==> src/rtl/mixer_bias_lo_seq_if.sv <==
// Control/status bundle between the mixer sequencer and its host/analog front end.
interface mixer_bias_lo_seq_if #(
  parameter int BIAS_W = 8,
  parameter int TRIM_W = 6,
  parameter int DIV_W  = 16
);
  logic              en;
  logic              recal;
  logic [BIAS_W-1:0] bias_tgt;
  logic [BIAS_W-1:0] ramp_step;
  logic [DIV_W-1:0]  lo_half;
  logic              cmp_gt;
  logic [BIAS_W-1:0] bias_code;
  logic [TRIM_W-1:0] trim_code;
  logic              lo_p;
  logic              lo_n;
  logic              ready;
  logic              cal_done;

  modport master (
    output en, recal, bias_tgt, ramp_step, lo_half, cmp_gt,
    input  bias_code, trim_code, lo_p, lo_n, ready, cal_done
  );

  modport slave (
    input  en, recal, bias_tgt, ramp_step, lo_half, cmp_gt,
    output bias_code, trim_code, lo_p, lo_n, ready, cal_done
  );
endinterface

==> src/rtl/mixer_bias_lo_seq.sv <==
// Active-mixer bring-up sequencer: tail-bias ramp, settle, SAR offset trim,
// then dead-timed complementary LO drive. All outputs registered.
module mixer_bias_lo_seq #(
  parameter int BIAS_W     = 8,
  parameter int TRIM_W     = 6,
  parameter int DIV_W      = 16,
  parameter int RAMP_DIV   = 16,
  parameter int SETTLE_CYC = 1024,
  parameter int CAL_WAIT   = 64
) (
  input logic              clk,
  input logic              rst,
  mixer_bias_lo_seq_if.slave bus
);
  localparam int CNT_MAX = (RAMP_DIV > SETTLE_CYC)
                         ? ((RAMP_DIV > CAL_WAIT) ? RAMP_DIV : CAL_WAIT)
                         : ((SETTLE_CYC > CAL_WAIT) ? SETTLE_CYC : CAL_WAIT);
  localparam int CNT_W = $clog2(CNT_MAX) + 1;
  localparam int BIT_W = (TRIM_W > 1) ? $clog2(TRIM_W) : 1;
  localparam logic [CNT_W-1:0]  RAMP_LAST   = CNT_W'(RAMP_DIV - 1);
  localparam logic [CNT_W-1:0]  SETTLE_LAST = CNT_W'(SETTLE_CYC - 1);
  localparam logic [CNT_W-1:0]  CAL_LAST    = CNT_W'(CAL_WAIT - 1);
  localparam logic [TRIM_W-1:0] MID         = TRIM_W'(1) << (TRIM_W - 1);
  localparam logic [BIT_W-1:0]  MSB_IDX     = BIT_W'(TRIM_W - 1);

  typedef enum logic [2:0] {IDLE, RAMP_UP, SETTLE, CAL, RUN, RAMP_DN} state_t;

  state_t            st, st_nxt;
  logic [CNT_W-1:0]  cnt, cnt_nxt;
  logic [BIAS_W-1:0] tgt, tgt_nxt, bias, bias_nxt;
  logic [TRIM_W-1:0] trim, trim_nxt;
  logic [BIT_W-1:0]  bidx, bidx_nxt;
  logic [DIV_W-1:0]  half, half_nxt;
  logic [DIV_W:0]    ph, ph_nxt;
  logic              lo_p, lo_p_nxt, lo_n, lo_n_nxt;
  logic              ready, ready_nxt, done, done_nxt;

  logic [BIAS_W-1:0] step_eff, up_val, dn_val;
  logic [BIAS_W:0]   sum;
  logic [DIV_W-1:0]  lo_half_eff;
  logic [DIV_W:0]    half_ext, period_last, ph_inc;
  logic [TRIM_W-1:0] trial_bit, decided, next_bit;

  // Ramp arithmetic is one bit wider so a large step cannot wrap past the target.
  assign step_eff    = (bus.ramp_step == '0) ? BIAS_W'(1) : bus.ramp_step;
  assign sum         = {1'b0, bias} + {1'b0, step_eff};
  assign up_val      = (sum >= {1'b0, tgt}) ? tgt : sum[BIAS_W-1:0];
  assign dn_val      = (bias > step_eff) ? (bias - step_eff) : '0;
  assign lo_half_eff = (bus.lo_half < DIV_W'(2)) ? DIV_W'(2) : bus.lo_half;
  assign half_ext    = {1'b0, half};
  assign period_last = {half, 1'b0} - (DIV_W+1)'(1);
  assign ph_inc      = (ph == period_last) ? '0 : ph + (DIV_W+1)'(1);
  assign trial_bit   = TRIM_W'(1) << bidx;
  assign decided     = bus.cmp_gt ? (trim & ~trial_bit) : trim;
  assign next_bit    = TRIM_W'(1) << (bidx - BIT_W'(1));

  always_comb begin
    st_nxt    = st;
    cnt_nxt   = cnt;
    tgt_nxt   = tgt;
    bias_nxt  = bias;
    trim_nxt  = trim;
    bidx_nxt  = bidx;
    half_nxt  = half;
    ph_nxt    = ph;
    lo_p_nxt  = 1'b0;
    lo_n_nxt  = 1'b0;
    ready_nxt = 1'b0;
    done_nxt  = 1'b0;
    if (st != IDLE && st != RAMP_DN && !bus.en) begin
      st_nxt  = RAMP_DN;
      cnt_nxt = '0;
    end else begin
      case (st)
        IDLE: begin
          bias_nxt = '0;
          if (bus.en) begin
            st_nxt  = RAMP_UP;
            tgt_nxt = bus.bias_tgt;
            cnt_nxt = '0;
          end
        end
        RAMP_UP: begin
          if (bias == tgt) begin
            st_nxt  = SETTLE;
            cnt_nxt = '0;
          end else if (cnt == RAMP_LAST) begin
            bias_nxt = up_val;
            cnt_nxt  = '0;
          end else cnt_nxt = cnt + CNT_W'(1);
        end
        SETTLE: begin
          if (cnt == SETTLE_LAST) begin
            st_nxt   = CAL;
            cnt_nxt  = '0;
            trim_nxt = MID;
            bidx_nxt = MSB_IDX;
          end else cnt_nxt = cnt + CNT_W'(1);
        end
        CAL: begin
          if (cnt == CAL_LAST) begin
            cnt_nxt = '0;
            if (bidx == '0) begin
              // Last decision: the first RUN cycle already drives lo_p.
              trim_nxt  = decided;
              done_nxt  = 1'b1;
              st_nxt    = RUN;
              half_nxt  = lo_half_eff;
              ph_nxt    = '0;
              ready_nxt = 1'b1;
              lo_p_nxt  = 1'b1;
            end else begin
              trim_nxt = decided | next_bit;
              bidx_nxt = bidx - BIT_W'(1);
            end
          end else cnt_nxt = cnt + CNT_W'(1);
        end
        RUN: begin
          if (bus.recal) begin
            st_nxt   = CAL;
            cnt_nxt  = '0;
            trim_nxt = MID;
            bidx_nxt = MSB_IDX;
          end else begin
            ready_nxt = 1'b1;
            ph_nxt    = ph_inc;
            lo_p_nxt  = (ph_inc < half_ext - (DIV_W+1)'(1));
            lo_n_nxt  = (ph_inc >= half_ext) && (ph_inc < period_last);
          end
        end
        RAMP_DN: begin
          if (bias == '0) st_nxt = IDLE;
          else if (cnt == RAMP_LAST) begin
            bias_nxt = dn_val;
            cnt_nxt  = '0;
          end else cnt_nxt = cnt + CNT_W'(1);
        end
        default: st_nxt = IDLE;
      endcase
    end
  end

  always_ff @(posedge clk) begin
    if (rst) begin
      st    <= IDLE;
      cnt   <= '0;
      tgt   <= '0;
      bias  <= '0;
      trim  <= MID;
      bidx  <= MSB_IDX;
      half  <= DIV_W'(2);
      ph    <= '0;
      lo_p  <= 1'b0;
      lo_n  <= 1'b0;
      ready <= 1'b0;
      done  <= 1'b0;
    end else begin
      st    <= st_nxt;
      cnt   <= cnt_nxt;
      tgt   <= tgt_nxt;
      bias  <= bias_nxt;
      trim  <= trim_nxt;
      bidx  <= bidx_nxt;
      half  <= half_nxt;
      ph    <= ph_nxt;
      lo_p  <= lo_p_nxt;
      lo_n  <= lo_n_nxt;
      ready <= ready_nxt;
      done  <= done_nxt;
    end
  end

  assign bus.bias_code = bias;
  assign bus.trim_code = trim;
  assign bus.lo_p      = lo_p;
  assign bus.lo_n      = lo_n;
  assign bus.ready     = ready;
  assign bus.cal_done  = done;
endmodule
==> src/flat_wrapper.sv <==
// flat-port wrapper written by rule: the top's interface ports become plain ports
module mixer_bias_lo_seq_flat 
#(
  parameter int BIAS_W     = 8,
  parameter int TRIM_W     = 6,
  parameter int DIV_W      = 16,
  parameter int RAMP_DIV   = 16,
  parameter int SETTLE_CYC = 1024,
  parameter int CAL_WAIT   = 64
)
  (clk, rst, bus_en, bus_recal, bus_bias_tgt, bus_ramp_step, bus_lo_half, bus_cmp_gt, bus_bias_code, bus_trim_code, bus_lo_p, bus_lo_n, bus_ready, bus_cal_done);
  mixer_bias_lo_seq_if #(.BIAS_W(BIAS_W), .TRIM_W(TRIM_W), .DIV_W(DIV_W)) bus_i ();
  input logic clk;
  input logic rst;
  input wire logic [$bits(bus_i.en)-1:0] bus_en;
  input wire logic [$bits(bus_i.recal)-1:0] bus_recal;
  input wire logic [$bits(bus_i.bias_tgt)-1:0] bus_bias_tgt;
  input wire logic [$bits(bus_i.ramp_step)-1:0] bus_ramp_step;
  input wire logic [$bits(bus_i.lo_half)-1:0] bus_lo_half;
  input wire logic [$bits(bus_i.cmp_gt)-1:0] bus_cmp_gt;
  output wire logic [$bits(bus_i.bias_code)-1:0] bus_bias_code;
  output wire logic [$bits(bus_i.trim_code)-1:0] bus_trim_code;
  output wire logic [$bits(bus_i.lo_p)-1:0] bus_lo_p;
  output wire logic [$bits(bus_i.lo_n)-1:0] bus_lo_n;
  output wire logic [$bits(bus_i.ready)-1:0] bus_ready;
  output wire logic [$bits(bus_i.cal_done)-1:0] bus_cal_done;
  assign bus_i.en = bus_en;
  assign bus_i.recal = bus_recal;
  assign bus_i.bias_tgt = bus_bias_tgt;
  assign bus_i.ramp_step = bus_ramp_step;
  assign bus_i.lo_half = bus_lo_half;
  assign bus_i.cmp_gt = bus_cmp_gt;
  assign bus_bias_code = bus_i.bias_code;
  assign bus_trim_code = bus_i.trim_code;
  assign bus_lo_p = bus_i.lo_p;
  assign bus_lo_n = bus_i.lo_n;
  assign bus_ready = bus_i.ready;
  assign bus_cal_done = bus_i.cal_done;
  mixer_bias_lo_seq #(.BIAS_W(BIAS_W), .TRIM_W(TRIM_W), .DIV_W(DIV_W), .RAMP_DIV(RAMP_DIV), .SETTLE_CYC(SETTLE_CYC), .CAL_WAIT(CAL_WAIT)) u_core (.clk(clk), .rst(rst), .bus(bus_i));
endmodule
==> config.mk <==
export PLATFORM = sky130hd
export DESIGN_NAME = mixer_bias_lo_seq_flat
export DESIGN_NICKNAME = d
export VERILOG_FILES = /design/src/rtl/mixer_bias_lo_seq_if.sv /design/src/rtl/mixer_bias_lo_seq.sv /design/src/flat_wrapper.sv
export SDC_FILE = /design/constraint.sdc
export NUM_CORES = 1
export LEC_CHECK = 0
export ABC_AREA = 1
export BUFFER_PORTS_ARGS = -buffer_cell sky130_fd_sc_hd__clkbuf_2
export CAP_MARGIN = 20
export CORE_MARGIN = 2
export CORE_UTILIZATION = 60
export DETAILED_ROUTE_END_ITERATION = 16
export PLACE_DENSITY_LB_ADDON = 0.05
export SLEW_MARGIN = 15
export SYNTH_ARGS = -nofsm -noshare
export SYNTH_HDL_FRONTEND = slang
export SYNTH_SLANG_ARGS = --single-unit
==> constraint.sdc <==
create_clock -name clk -period 3.6 [get_ports clk]
set_input_delay 0 -clock clk [delete_from_list [all_inputs] [get_ports clk]]
set_output_delay 0 -clock clk [all_outputs]
set_load 0.05 [all_outputs]
Word-level counts from Yosys, hierarchy flattened:

Index checks and enable logic that the tools add are counted.

* equality and inequality tests: 31
* shifts and indexed selects: 2
* $mul: 0
* mux-type cells: 48
* divide/modulo/power cells: 0
* reductions and logical operators: 25
* bitwise logic cells: 6
* magnitude comparators: 6
* add/sub/neg operators: 7

Operators with widths (count)
* 11-bit two-way mux: 7
* 17-bit two-way mux: 4
* 11-bit case mux with 6 select lines: 1
* 8-bit two-way mux: 7
* 3-bit two-way mux: 12
* 17-bit less-than comparator: 2
* 17-bit case mux with 2 select lines: 1
* 6-bit two-way mux: 5
* 8-bit case mux with 3 select lines: 1
* 3-bit case mux with 6 select lines: 1
* 6-bit case mux with 3 select lines: 1
* 17-bit by 1-bit adder with 17-bit output, second input constant: 1
* 17-bit == test: 1
* 17-bit by 16-bit greater-or-equal comparator with 1-bit output: 1
* 16-bit by 1-bit subtractor with 17-bit output, second input constant: 1
* 17-bit by 1-bit subtractor with 17-bit output, second input constant: 1
* 8-bit zero test: 2
* 16-bit by 2-bit less-than comparator with 1-bit output, second input constant: 1
* 16-bit two-way mux: 1
* 3-bit by 1-bit != test with 1-bit output, second input constant: 5
* 2-bit by 1-bit != test with 1-bit output, second input constant: 7
* 7-bit AND reduction: 2
* 2-bit != test, second input constant: 6
* 6-bit AND reduction: 2
* other kinds (35): 52

* output and inout bits: 18
* input bits: 37
* bits in read-only memories: 0
* memories: 0
* logic and storage cells: 138
* RAM bits: 0
* bits in latches: 0
* register bits: 76

Depth between registers and ports, before layout:

Gate-level depths: netlist of run 1.

* word-level depth: 8
* depth in mapped cells: 29
* gate-level depth less buffers: 29

Least setup slack after synthesis of run 1:

No wires, ideal clock.

* path type: register to register
* start point: reg u_core.bias[2] (netlist: u_core.bus.bias_code[2])
* end point: reg u_core.bias[7] (netlist: u_core.bus.bias_code[7])
* required time: 3.530 ns
* setup slack: 0.016 ns
* stages on the path, launching flop included: 23
* arrival: 3.513 ns
* period minus slack after synthesis: 3.584 ns
* library setup time: 0.070 ns
* cell sequence: dfxtp_1 -> ha_1 -> clkbuf_2 -> inv_1 -> nand3_1 -> nand2_1 -> a21oi_1 -> o21bai_1 -> a21oi_1 -> o21bai_1 -> xor2_1 -> inv_1 -> ha_1 -> nand2_1 -> nor3_1 -> a2111oi_0 -> nand3_1 -> buf_2 -> a21oi_1 -> nand2_1 -> o21ai_0 -> nand2_1 -> a21oi_1

* word-level cells in the longest chain between the ends: 6

Ends and longest elaborated chain
* start: declaration: RTL line mixer_bias_lo_seq.sv:30 `logic [BIAS_W-1:0] tgt, tgt_nxt, bias, bias_nxt;`
* start signal: assignment: RTL line mixer_bias_lo_seq.sv:161 `bias <= bias_nxt;`
* 8-bit by 8-bit adder with 9-bit output: RTL line mixer_bias_lo_seq.sv:46 `assign sum = {1'b0, bias} + {1'b0, step_eff};`
* 9-bit by 8-bit greater-or-equal comparator with 1-bit output: RTL line mixer_bias_lo_seq.sv:47 `assign up_val = (sum >= {1'b0, tgt}) ? tgt : sum[BIAS_W-1:0];`
* 8-bit two-way mux: RTL line mixer_bias_lo_seq.sv:47
* 8-bit two-way mux: RTL line mixer_bias_lo_seq.sv:87 `end else if (cnt == RAMP_LAST) begin`
* 8-bit two-way mux: RTL line mixer_bias_lo_seq.sv:84 `if (bias == tgt) begin`
* 8-bit case mux with 3 select lines: RTL line mixer_bias_lo_seq.sv:74 `case (st)`

Parallel ways exist; a longest one is shown, timed or not. The select of a mux whose other input is x is not followed.
A chain may end at the register's enable or synchronous reset.

Worst setup path after layout of run 1:

* start point: reg u_core.half[1]
* end point: reg u_core.lo_n (netlist: u_core.bus.lo_n)

* word-level cells in the longest chain between the ends: 5

Ends and longest elaborated chain
* start: declaration: RTL line mixer_bias_lo_seq.sv:33 `logic [DIV_W-1:0] half, half_nxt;`
* start signal: assignment: RTL line mixer_bias_lo_seq.sv:164 `half <= half_nxt;`
* 17-bit by 1-bit subtractor with 17-bit output: RTL line mixer_bias_lo_seq.sv:51 `assign period_last = {half, 1'b0} - (DIV_W+1)'(1);`
* 17-bit == test: RTL line mixer_bias_lo_seq.sv:52 `assign ph_inc = (ph == period_last) ? '0 : ph + (DIV_W+1)'(1);`
* 17-bit two-way mux: RTL line mixer_bias_lo_seq.sv:52
* 17-bit by 16-bit greater-or-equal comparator with 1-bit output or 17-bit less-than comparator (tied branches): RTL line mixer_bias_lo_seq.sv:128 `lo_n_nxt = (ph_inc >= half_ext) && (ph_inc < period_last);`
* 1-bit logical AND (*): RTL line mixer_bias_lo_seq.sv:128
* end signal: assignment: RTL line mixer_bias_lo_seq.sv:167 `lo_n <= lo_n_nxt;`
* end: declaration: RTL line mixer_bias_lo_seq.sv:35 `logic lo_p, lo_p_nxt, lo_n, lo_n_nxt;`

Every way passes the cells marked *; elsewhere a longest branch is shown, timed or not.

==> results_dict.tcl, run 1 <==
set metrics [dict create \
    cts-buffers-inserted 9 \
    h-tree-depth 3 \
    synthArstFlopShare_pct 0 \
    vdd_drop_max_uv 560 \
    max_cap_viol_count 0 \
    synth_cell_type_count 51 \
    wl_met1_um 9030 \
    synth_area_leaders "dfxtp_1, ha_1, nand2_1, inv_1, a21oi_1" \
    cts_tree "built" \
    drt_iter0_drc 520 \
    vias 6946 \
    io_buffer_count 54 \
    ys_warn_count 0 \
    finClkSkew_ps 7.92 \
    fillerInstances 985 \
    powerDensity_nw_per_um2 435 \
    synth_edf_count 0 \
    leakagePower_nw 3.69 \
    fin_crit_sh_pct 94.3 \
    place_ws_ps 128 \
    max_freq_mhz 295 \
    startpoint_type "flop" \
    grt_overflow_total 0 \
    multi_input_area_um2 4670 \
    synth_ff_type "dfxtp_1" \
    core_um2 10900 \
    fp.dieW_um 110 \
    routed_wl_um 18700 \
    p_total_mw 3.41 \
    nets 1228 \
    dp_hpwl_um 14100 \
    clkLatencyLatePin_ps 350 \
    syn_nets 1143 \
    slew_headroom_pct 44.9 \
    cp_max_fo 4 \
    grt_first_pass_wirelength_um 30300 \
    drc_errors 0 \
    layout_commonest_cell "nand2_1" \
    yosysSeqAreaShare_pct 22.5 \
    wl_per_cell_um 14.9 \
    setup_ws_ps 205 \
    grt_use_total_pct 31.8 \
    initial_core_util_pct 61.8 \
    required_ps 3880 \
    layout-drive-gt1-share_pct 15.4 \
    highest_layer "met4" \
    antenna_cells 0 \
    hold_viol_final 0 \
    grt_max_degree 46 \
    cts.clk_slew.worst_paths_ps 60 \
    fin_crit_ps 3400 \
    status "finished, final reports clean" \
    cts_root_buf "clkbuf_16" \
    routed-wl-met3_um 985 \
    final_cell_mix "nand2_1, inv_1, nor2_1" \
    drtPass1Iterations 5 \
    synth_seq_cells 76 \
    syn_inst 1024 \
    syn_to_final_growth_pct 16.1 \
    netlist_area_um2 6760 \
    die_y_um 110 \
    tightestPinTransition_ps 824 \
    finalSetupViolCount 0 \
    num_rows 38 \
    synth_top_cell_by_area "dfxtp_1" \
    avgSynthCellArea_um2 6.60 \
    cp-end-kind "flop" \
    whs_ps 14.6 \
    critPathKind "reg2reg" \
    cp.arrival_ps 3680 \
    hp-class "in2reg" \
    antenna_left 0 \
    slew_violations 0 \
    antenna_found_initial 0 \
    seqCellArea_um2 1530 \
    fin_util_pct 71.8 \
    clock-sinks 76 \
    dieArea_um2 12100 \
    yosysTopAreaCellShare_pct 22.5 \
    first_global_vias 6470 \
    cts.path.max_buffers 2 \
    place_congestion 0.906 \
    vias_per_cell 5.54 \
    wl_met2_um 8390 \
    ios 55 \
]
[cell usage after synthesis (3+ instances only)]
cell type  number
buf_2           4
xnor2_1         4
o21ai_1         4
nor4_1         10
nand3_1        60
o21bai_1        6
a31oi_1         5
xor2_1         24
inv_1         127
o31ai_1        16
o21a_1          3
nor3_1         22
or2_2           5
a211oi_1        9
nor2_1         95
nand2_1       224
a21oi_1        85
nand3_2         5
nor2_2         11
nand4_1        21
nand3b_1        4
nand2_2        17
o21ai_0        44
clkbuf_1       14
inv_2          17
dfxtp_1        76
ha_1           80
nor2_4          5
[state kept, by name, summed over array words and instances, names as in the netlist]
name	cells
u_core.cnt	11
u_core.bidx	3
u_core.bus.bias_code	8
u_core.bus.trim_code	6
u_core.ph	17
u_core.st	3
u_core.bus.ready	1
u_core.bus.lo_n	1
u_core.tgt	8
u_core.half	16
u_core.bus.cal_done	1
u_core.bus.lo_p	1
[critical path, stage by stage, from the launching register on]
cell     delay, ps
dfxtp_2        340
inv_1           80
ha_2           230
nand2_4        110
nor2_4         170
nand2_2         80
nand3_2         70
nand4_1        140
nor4_2         280
nor3b_2        200
nand2_1         90
inv_1          150
nor2_1         110
ha_1           310
nand2_1         50
inv_1          100
nand3_1        100
nor4_1         230
nand3_1        200
nand4_1        140
a21oi_1         50
nor2_1          90
[per-stage QoR]
step                      TNS (ps)  cell area (um^2)  std cells
after floorplan                  0              6760       1024
after global placement           0              7230       1212
after detailed placement         0              7230       1212
after CTS                        0              7770       1252
after global routing         -49.7              7850       1254
final                            0              7850       1254
[routing by layer]
layer	GRT usage, %	vias up
li1	-	3577
met2	50.7	181
met3	4.76	28
met4	7.95	0
met5	0	-
met1	44.9	3160
[logic make-up after synthesis]
group,after synthesis,share of synthesized area (%)
AOI/OAI and AO/OA,183,15.5
xor gates and xnor gates,28,3.63
adders and majority gates,82,15.4
buffers and inverters,165,9.31
DFF,76,22.5
and+or+nand+nor,490,33.6
[final cells by class]
cell class,count,area share (%)
timing repair buffer,94,8.03
clock buffer,10,2.92
tap,140,2.23
multi-input combinational,783,59.5
sequential,76,19.4
inverter,145,6.93
clock inverter,6,0.924
[final timing paths]
kind                         from  cells after the start         endpoint  slack (ps)
hold reg to reg    u_core.cnt[10]                      2   u_core.cnt[10]         500
setup / recovery   u_core.half[1]                     21  u_core.bus.lo_n         200
hold / removal    bus_bias_tgt[6]                      3    u_core.tgt[6]          10
setup reg to reg   u_core.half[1]                     21  u_core.bus.lo_n         200
[report_power, final]
part | internal [mW] | switching [mW]
combinational | 0.468 | 0.981
sequential | 0.938 | 0.0865
clock | 0.545 | 0.393
total | 1.95 | 1.46
[timing repair]
item | in CTS | in global routing
hold buffers | 24 | 0
endpoints found under the hold margin | 23 | 0
endpoints found under the setup margin | 0 | 9
buffers inserted | 0 | 2
resized for setup | 0 | 18
No activity file was read; power rests on OpenSTA's default activity.
==> inputs of run 2 (changes only) <==
--- a/config.mk
+++ b/config.mk
@@ -8,6 +8,7 @@
 export ABC_AREA = 1
 export BUFFER_PORTS_ARGS = -buffer_cell sky130_fd_sc_hd__clkbuf_2
 export CAP_MARGIN = 20
+export CORE_ASPECT_RATIO = 0.8
 export CORE_MARGIN = 2
 export CORE_UTILIZATION = 60
 export DETAILED_ROUTE_END_ITERATION = 16
==> run 2 against run 1 <==
First-iteration DRC count rose by 15%. Cell count increased by 1.1%. Highest routed layer unchanged. Sequential share of layout area decreased by 0.40 points. Critical path depth grew 1. Core utilization grew 1.8 points. Count of clock-buffer cells in the layout stayed put. Clock skew up 1.6 ps. Cell area grew 2.4%. Register-to-register slack worse by 180 ps. Sequential cell count stayed put.
==> results_dict.tcl, run 2 (synthesized netlist as in run 1, its figures left out) <==
set metrics [dict create \
    cts.clk_slew.worst_paths_ps 60 \
    antenna_cells 0 \
    tightestPinTransition_ps 849 \
    first_global_vias 6461 \
    critPathKind "reg2reg" \
    layout-drive-gt1-share_pct 18.4 \
    finalSetupViolCount 0 \
    vdd_drop_max_uv 467 \
    grt_first_pass_wirelength_um 31200 \
    vias 7076 \
    required_ps 3880 \
    cp.arrival_ps 3850 \
    dp_hpwl_um 14400 \
    place_congestion 0.973 \
    cp_max_fo 6 \
    largest_reg_flops 17 \
    clock-sinks 76 \
    fin_util_pct 73.5 \
    hp-class "in2reg" \
    status "finished, final reports clean" \
    core_um2 10900 \
    fin_crit_sh_pct 99.2 \
    fp.dieW_um 123 \
    dieArea_um2 12100 \
    slew_headroom_pct 43.2 \
    cp-end-kind "flop" \
    max_flop_register "u_core.ph" \
    num_rows 34 \
    grt_overflow_total 0 \
    hold_viol_final 0 \
    max_cap_viol_count 0 \
    cts_root_buf "clkbuf_16" \
    initial_core_util_pct 61.8 \
    startpoint_type "flop" \
    syn_to_final_growth_pct 18.9 \
    drtPass1Iterations 5 \
    whs_ps 11.2 \
    wl_per_cell_um 15.4 \
    cts.path.max_buffers 2 \
    finClkSkew_ps 9.53 \
    io_buffer_count 54 \
    fin_crit_ps 3570 \
    grt_use_total_pct 32.1 \
    slew_violations 0 \
    p_total_mw 3.54 \
    max_freq_mhz 280 \
    cts_tree "built" \
    final_cell_mix "nand2_1, inv_1, nor2_1" \
    clkLatencyLatePin_ps 350 \
    nets 1238 \
    powerDensity_nw_per_um2 441 \
    top_regs "u_core.ph (17), u_core.half (16), u_core.cnt (11)" \
    leakagePower_nw 3.73 \
    vias_per_cell 5.58 \
    layout_commonest_cell "nand2_1" \
    grt_max_degree 46 \
    cts-buffers-inserted 9 \
    ios 55 \
    drc_errors 0 \
    antenna_left 0 \
    rsz0062_at_grt "yes" \
    h-tree-depth 3 \
    die_y_um 99.0 \
    routed_wl_um 19500 \
    antenna_found_initial 0 \
    drt_iter0_drc 596 \
]
==> run 2: changes by cell type in the layout (fill, tap and decap cells not counted), sizes merged <==
cell | before | now
clkbuf | 64 | 65
clkinvlp | 1 | 2
buf | 16 | 25
bufinv | 1 | 0
==> run 2: metal layers <==
layer	GRT usage (%)	up-vias	wire, um
met5	0	-	0
met3	8.39	25	1830
li1	-	3606	-
met2	46.3	307	8160
met1	47.6	3138	9350
met4	7.07	0	217
==> run 2: area by class of cell <==
class / instances / area [um^2]
inverters: 145 / 547
clock inverters: 6 / 46.3
multi-input cells: 783 / 4790
well taps: 144 / 180
clock buffers: 10 / 239
fillers: 918 / 2890
repair buffers: 104 / 709
flip-flops and latches: 76 / 1530
==> run 2: worst max-delay path, stage by stage, from the launching register on <==
cell and delay (ps):
dfxtp_4 370, ha_4 250, inv_2 60, nand3_2 80
nand2_2 90, a21oi_2 60, o21bai_1 230, a21oi_1 100
o21bai_1 170, xor2_1 230, inv_1 110, ha_4 230
nand2_1 50, nor3_1 60, a2111oi_1 400, nand3_1 150
buf_6 150, clkbuf_4 160, a21oi_1 160, o21ai_0 120
o21ai_0 90, nand2_1 70, a21oi_1 110
==> run 2: timing repair <==
action,CTS,global route
hold buffers,24,0
setup buffers,0,12
setup endpoints to repair,0,10
endpoints found under the hold margin,23,0
gates resized for setup,0,55
==> run 2: path summary, 6_finish.rpt <==
path | from | end | slack (ps) | cells past startpoint
worst min register to register | u_core.cnt[10] | u_core.cnt[10] | 490 | 2
worst min-delay path | bus_bias_tgt[7] | u_core.tgt[7] | 10 | 3
worst max register to register | u_core.bus.bias_code[1] | u_core.bus.bias_code[4] | 30 | 22
worst max-delay path | u_core.bus.bias_code[1] | u_core.bus.bias_code[4] | 30 | 22
==> run 2: report_power, final <==
| part | internal, mW | switching, mW | total, mW |
|---|---|---|---|
| Sequential | 0.939 | 0.0896 | 1.03 |
| Combinational | 0.554 | 1.07 | 1.62 |
| Clock | 0.491 | 0.402 | 0.893 |
| Total | 1.98 | 1.56 | 3.54 |
==> run 2: stage by stage <==
step	cells	TNS (ps)	cell area, um^2	setup slack, ps
floorplan	1024	0	6760	16.5
global placement	1216	0	7230	114
detailed placement	1216	0	7230	110
CTS	1256	0	7760	74.6
global route	1268	-1120	8040	-204
finish	1268	0	8040	28.1
==> inputs of run 3 (changes only) <==
--- a/config.mk
+++ b/config.mk
@@ -10,9 +10,10 @@
 export CAP_MARGIN = 20
 export CORE_ASPECT_RATIO = 0.8
 export CORE_MARGIN = 2
-export CORE_UTILIZATION = 60
+export CORE_UTILIZATION = 50
 export DETAILED_ROUTE_END_ITERATION = 16
 export PLACE_DENSITY_LB_ADDON = 0.05
+export SETUP_SLACK_MARGIN = 0.15
 export SLEW_MARGIN = 15
 export SYNTH_ARGS = -nofsm -noshare
 export SYNTH_HDL_FRONTEND = slang
==> run 3 against run 2 <==
Clock skew decreased by 2.6 ps. Largest power group unchanged. Total power rose by 4.6%. Via count decreased by 0.28%. Wire length is 3.8% higher. Worst hold slack worse by 11 ps. Non-clock buffer count is 12 higher. Maximum frequency rose by 6.5%. Register-to-register slack better by 220 ps. Worst setup slack better by 220 ps. Combinational power barely moved. Sequential cell count did not move. Sequential share of layout area shrank 0.67 points.
==> results_dict.tcl, run 3 (synthesized netlist as in run 1, its figures left out) <==
set metrics [dict create \
    grt_first_pass_wirelength_um 32000 \
    vias 7056 \
    dp_cells 1251 \
    dp_hpwl_um 15000 \
    fillerInstances 1185 \
    initial_core_util_pct 52.0 \
    drc_errors 0 \
    fin_cells 1310 \
    status "finished, final reports clean" \
    cts.path.max_buffers 2 \
    use_met2_pct 41.2 \
    hold_viol_final 0 \
    max_flop_register "u_core.ph" \
    antenna_cells 0 \
    h-tree-depth 3 \
    met3_usage_pct 4.55 \
    first_global_vias 6410 \
    setup_tns_ps 0 \
    required_ps 3880 \
    layout_commonest_cell "nand2_1" \
    core_um2 13000 \
    grt_use_total_pct 27.8 \
    vias_per_cell 5.39 \
    fin_crit_sh_pct 93.2 \
    nets 1250 \
    slew_headroom_pct 58.1 \
    largest_reg_flops 17 \
    layout-drive-gt1-share_pct 21.6 \
    num_rows 37 \
    cts-buffers-inserted 9 \
    tightestPinTransition_ps 622 \
    dieArea_um2 14500 \
    hp-class "in2reg" \
    max_freq_mhz 298 \
    cp-end-kind "flop" \
    grt.busiest_layer "met1" \
    clock-sinks 76 \
    slew_violations 0 \
    max_cap_viol_count 0 \
    final_cell_mix "nand2_1, inv_1, nor2_1" \
    grt_overflow_total 0 \
    drt_iter0_drc 581 \
    use_met1_pct 42.2 \
    fin_crit_ps 3350 \
    critPathKind "reg2reg" \
    clkLatencyLatePin_ps 350 \
    vdd_drop_max_uv 460 \
    powerDensity_nw_per_um2 442 \
    grt_max_degree 46 \
    cp_max_fo 6 \
    startpoint_type "flop" \
    fp.dieW_um 134 \
    syn_to_final_growth_pct 24.1 \
    wl_per_cell_um 15.5 \
    cp.arrival_ps 3630 \
    antenna_found_initial 0 \
    rsz0062_at_grt "yes" \
    cts_tree "built" \
    antenna_left 0 \
    leakagePower_nw 3.83 \
    drtPass1Iterations 5 \
    cts.clk_slew.worst_paths_ps 60 \
    io_buffer_count 54 \
    routed_wl_um 20300 \
    finalSetupViolCount 0 \
    cts_root_buf "clkbuf_16" \
    finClkSkew_ps 6.91 \
    place_congestion 0.932 \
    p_total_mw 3.71 \
    die_y_um 108 \
    top_regs "u_core.ph (17), u_core.half (16), u_core.cnt (11)" \
    ios 55 \
]
[run 3: cell type report]
| cell class | instances | area (um^2) | share of cell area, % |
|---|---|---|---|
| multi-input combinational | 783 | 4910 | 58.6 |
| tap | 175 | 219 | 2.61 |
| clock inverter | 6 | 114 | 1.36 |
| sequential | 76 | 1540 | 18.4 |
| clock buffer | 9 | 225 | 2.68 |
| timing repair buffer | 116 | 821 | 9.78 |
| inverter | 145 | 554 | 6.61 |
[run 3: power breakdown]
group / internal, mW / switching [mW] / total (mW)
sequential: 0.937 / 0.0900 / 1.03
combinational: 0.561 / 1.06 / 1.62
clock: 0.675 / 0.385 / 1.06
total: 2.17 / 1.53 / 3.71
[run 3: critical path, stage by stage (launching register included)]
cell and delay (ps):
dfxtp_4 380, buf_6 130, fa_2 380, a31oi_2 180, nor2_1 70, nor2_1 130
o21bai_1 120, xor2_1 200, inv_1 120, ha_4 260, nand2_4 50, nor3_2 50
a2111oi_2 340, nand3_1 190, buf_6 180, buf_4 130, a21oi_1 110, o21ai_0 100
a31oi_1 150
[run 3: layer usage]
metal | vias up | routed length [um] | part of all wire, %
met1 | 3192 | 10100 | 50
met2 | 228 | 8510 | 42
met4 | 0 | 177 | 0.87
li1 | 3617 | - | -
met3 | 19 | 1460 | 7.2
met5 | - | 0 | 0
[run 3: path summary, 6_finish.rpt]
kind,slack (ps),endpoint,from,cells past startpoint
min,0.3,u_core.tgt[7],bus_bias_tgt[7],3
min reg2reg,490,u_core.cnt[10],u_core.cnt[10],2
max,250,u_core.bus.bias_code[3],u_core.bus.bias_code[1],18
max reg2reg,250,u_core.bus.bias_code[3],u_core.bus.bias_code[1],18
[run 3: through the flow]
step	hold WS (ps)	worst slack, ps	instance area [um^2]	util [%]
floorplan	113	232	6760	-
global placement	218	95.0	7300	56.1
detailed placement	222	27.3	7300	56.1
CTS	8.18	166	7900	60.7
global route	26.8	45.9	8390	64.5
finish	0.317	247	8390	64.5
[run 3: what timing repair did]
action	CTS	global route
endpoints found under the setup margin	2	10
gates cloned	0	1
setup buffers	2	18
pin swaps	1	36
hold endpoints to repair	22	0
resized for setup	4	87
hold buffers	23	0
